[src/rtl/uart_rx.sv]
// uart_rx: 16x-oversampled UART receiver (clk, reset, rx, s_tick -> rx_dout, rx_done_tick, framing_err)
module uart_rx #(
  parameter int DBIT = 8,
  parameter int SB_TICK = 16
) (
  input  logic            clk,
  input  logic            reset,
  input  logic            rx,
  input  logic            s_tick,
  output logic [DBIT-1:0] rx_dout,
  output logic            rx_done_tick,
  output logic            framing_err
);
  localparam int NW = $clog2(DBIT);
  localparam logic [NW-1:0] NL = NW'(DBIT - 1);
  localparam logic [4:0] SL = 5'(SB_TICK - 1);
  localparam logic [1:0] IDLE = 2'd0, START = 2'd1, DATA = 2'd2, STOP = 2'd3;
  logic [1:0] state;
  logic [4:0] s;
  logic [NW-1:0] n;
  logic [DBIT-1:0] b;
  logic sync1, rx_s, stop_q, stop_smp;
  assign stop_smp = (s == 5'd15) ? rx_s : stop_q;
  always_ff @(posedge clk) begin
    if (reset) begin
      state <= IDLE;
      s <= '0;
      n <= '0;
      b <= '0;
      sync1 <= 1'b1;
      rx_s <= 1'b1;
      stop_q <= 1'b0;
      rx_dout <= '0;
      framing_err <= 1'b0;
      rx_done_tick <= 1'b0;
    end else begin
      sync1 <= rx;
      rx_s <= sync1;
      rx_done_tick <= 1'b0;
      case (state)
        IDLE: if (!rx_s) begin
          state <= START;
          s <= '0;
        end
        START: if (s_tick) begin
          if (s == 5'd7) begin
            state <= rx_s ? IDLE : DATA;
            s <= '0;
            n <= '0;
          end else s <= s + 5'd1;
        end
        DATA: if (s_tick) begin
          if (s == 5'd15) begin
            s <= '0;
            b <= {rx_s, b[DBIT-1:1]};
            if (n == NL) state <= STOP;
            else n <= n + NW'(1);
          end else s <= s + 5'd1;
        end
        STOP: if (s_tick) begin
          if (s == 5'd15) stop_q <= rx_s;
          if (s == SL) begin
            state <= IDLE;
            rx_dout <= b;
            framing_err <= ~stop_smp;
            rx_done_tick <= 1'b1;
          end else s <= s + 5'd1;
        end
      endcase
    end
  end
endmodule
[config.mk]
export PLATFORM = sky130hd
export DESIGN_NAME = uart_rx
export DESIGN_NICKNAME = d
export VERILOG_FILES = /design/src/rtl/uart_rx.sv
export SDC_FILE = /design/constraint.sdc
export NUM_CORES = 1
export LEC_CHECK = 0
export CORE_MARGIN = 3
export CORE_UTILIZATION = 45
export CTS_CLUSTER_DIAMETER = 200
export DETAILED_ROUTE_END_ITERATION = 7
export GPL_ROUTABILITY_DRIVEN = 0
export PLACE_DENSITY = 0.7
export SYNTH_ARGS = -nofsm -noshare
export SYNTH_HDL_FRONTEND = slang
export SYNTH_SLANG_ARGS = --single-unit
[constraint.sdc]
create_clock -name clk -period 2 [get_ports clk]
set_input_delay 0.4 -clock clk [delete_from_list [all_inputs] [get_ports clk]]
set_output_delay 0.4 -clock clk [all_outputs]
set_load 0.03 [all_outputs]
==> results.py <==
metrics = {
    "pwr": {
        "leakage_uw": 0.000613,
        "ir_drop_mv": 0.480,
        "p_per_area_nw_per_um2": 648,
        "p_total_uw": 1060,
    },
    "finish": {
        "drive_gt1_frac": 0.110,
        "area_growth_pct": 18.2,
        "final_common_cell": "nand2_1",
        "fin_nets": 192,
        "diodes": 0,
        "fin_area_sq_um": 1640,
        "final_util": 0.575,
        "fillers": 265,
        "final_cell_mix": "nand2_1, dfxtp_1, a21oi_1",
    },
    "timing": {
        "finalMaxSlewViolations": 0,
        "hold_viol": 0,
        "fmax_mhz": 540,
        "setup_viol": 0,
        "fin_skew_ns": 0.00540,
        "postLayoutSetupSlackWorst_ns": 0.149,
        "holdWs_ns": 0.414,
        "tightest_slew_ns": 0.523,
        "grt_setup_unrepaired": "true",
        "period_share": 0.926,
        "final.min_clock_period_ns": 1.85,
        "relSlewSlack": 0.651,
    },
    "yosys": {
        "syn_avg_cell_area_sq_um": 8.40,
        "synthArstFlopShare": 0,
        "synth_top_area_cell": "dfxtp_1",
        "synth_cells": 165,
        "synth.distinct_cells": 33,
        "yosys-top-cells-area": "dfxtp_1, nand2_1, a21oi_1",
        "synth.cell_area_sq_um": 1390,
        "postSynthNetCount": 175,
        "synth_edf_count": 0,
        "ys_ff_latch": 31,
        "seq_area_frac_synth": 0.448,
        "ys.flop_type": "dfxtp_1",
        "yosys_warnings": 0,
        "synth.top_cell.area_share": 0.448,
    },
    "detailed_routing": {
        "first_iter_violations": 27,
        "num_vias": 1157,
        "drt-vias-per-instance": 5.43,
        "firstDrtPassIters": 4,
        "wire_per_inst_microns": 12.7,
        "drt_wl_total_microns": 2700,
        "drc": 0,
        "detail-route-antenna-nets": 0,
    },
    "grt": {
        "grt_max_degree": 30,
        "antenna_found_initial": 0,
        "grt_pass1_wl_microns": 4640,
        "grt_overflow": 0,
        "grt_pass1_vias": 1049,
        "grt_usage": 0.169,
    },
    "critical_path": {
        "cp-start-kind": "flip-flop",
        "cp_max_fo": 6,
        "end_kind": "flip-flop",
        "arrival_ns": 2.07,
        "crit_required_ns": 2.22,
        "path_class": "flip-flop to flip-flop",
    },
    "clocking": {
        "root_buffer": "clkbuf_4",
        "numCtsBuffers": 5,
        "h-tree-depth": 2,
        "clk_pin_slew_ns": 0.09,
        "cts_tree": "done",
        "clk_path_buf_depth": 2,
        "clock_latency_ns": 0.32,
        "cts_sinks": 31,
    },
    "placement": {
        "place_ws_ns": 0.0539,
        "io_buffer_count": 13,
        "place_area_sq_um": 1550,
        "hpwl_microns": 1890,
    },
    "floorplan": {
        "initial_core_util": 0.486,
        "pin_count": 14,
        "die_h_microns": 61.5,
        "rows": 19,
        "core_area_sq_um": 2850,
        "dieArea_sq_um": 3780,
        "fp.dieW_microns": 61.5,
    },
    "job": {
        "maxCapViolCount": 0,
    },
    "status": {
        "status": "finished, final reports clean",
    },
    "min_path": {
        "min_path_type": "flip-flop to flip-flop",
    },
}
[report_power, final]
part / switching (uW) / leakage, uW / internal [uW]
Sequential: 10.7 / 0.000250 / 622
Combinational: 34.5 / 0.000328 / 33.6
Clock: 199 / 0.0000341 / 163
Total: 244 / 0.000613 / 818
[worst paths after layout]
kind	startpoint	end	slack, ns	cells past startpoint
worst min register to register	sync1	rx_s	0.41	1
worst min-delay path	sync1	rx_s	0.41	1
worst max-delay path	s[0]	n[0]	0.15	7
worst max register to register	s[0]	n[0]	0.15	7
[critical path, stage by stage (launching register included)]
cell and delay, ns:
dfxtp_1 0.38, ha_1 0.22, and3_1 0.23, ha_2 0.25
nand4bb_1 0.13, mux2i_2 0.22, a21oi_1 0.10, a41o_1 0.22
[sequential cells by signal (all words and copies together), names as in the netlist, named ones only]
register and cells:
framing_err 1, n 3, state 1, rx_s 1
stop_q 1, s 5, sync1 1, rx_done_tick 1
rx_dout 8, b 8
[cell type report]
cell class              instances  area [sq um]  area share
well taps                      31          38.8      0.0237
flip-flops and latches         31           621       0.379
repair buffers                 18           180       0.110
clock buffers                   6          51.3      0.0313
clock inverters                 1          5.00     0.00305
multi-input cells             122           728       0.444
inverters                       4          15.0     0.00916
[repair_timing]
| action | 4_1_cts | 5_1_grt |
|---|---|---|
| setup endpoints to repair | 0 | 7 |
| gates resized for setup | 0 | 4 |
| hold buffers | 0 | 0 |
| setup buffers | 0 | 2 |
[cells by family (layout without fill, tap and decap cells)]
group / after synthesis / in the layout / share of synthesized area
AO/OA/AOI/OAI: 31 / 31 / 0.141
buffers and inverters: 12 / 29 / 0.0397
XOR/XNOR: 1 / 1 / 0.00632
AND/OR/NAND/NOR: 77 / 77 / 0.261
adder cells (fa/ha/maj): 6 / 6 / 0.0542
flip-flops: 31 / 31 / 0.448
multiplexers: 7 / 7 / 0.0505
[synth_stat cells (2+ instances only)]
master     number
a22oi_1         2
buf_1           2
nand2_1        43
nand4_1         3
and3_1          2
clkbuf_1        3
nor3_1          2
buf_2           2
ha_1            6
nor2_1         11
inv_1           4
nand3_1         5
mux2i_1         7
nor2b_1         2
a41o_1          2
nand4bb_1       2
a21oi_1        20
or2_2           2
dfxtp_1        31
[stage by stage]
| step | TNS [ns] | cells |
|---|---|---|
| after floorplan | 0 | 165 |
| after global placement | 0 | 204 |
| after detailed placement | 0 | 204 |
| after CTS | 0 | 211 |
| after global routing | -0.0280 | 213 |
| final | 0 | 213 |
[layer usage]
layer  global-route usage  vias up  wire, microns
li1                     -      601              -
met1                0.199      538           1260
met2                0.278       14           1320
met3               0.0713        4             80
met4               0.0545        0             36
met5                    0        -              0
Power figures use the tool's default switching activity.
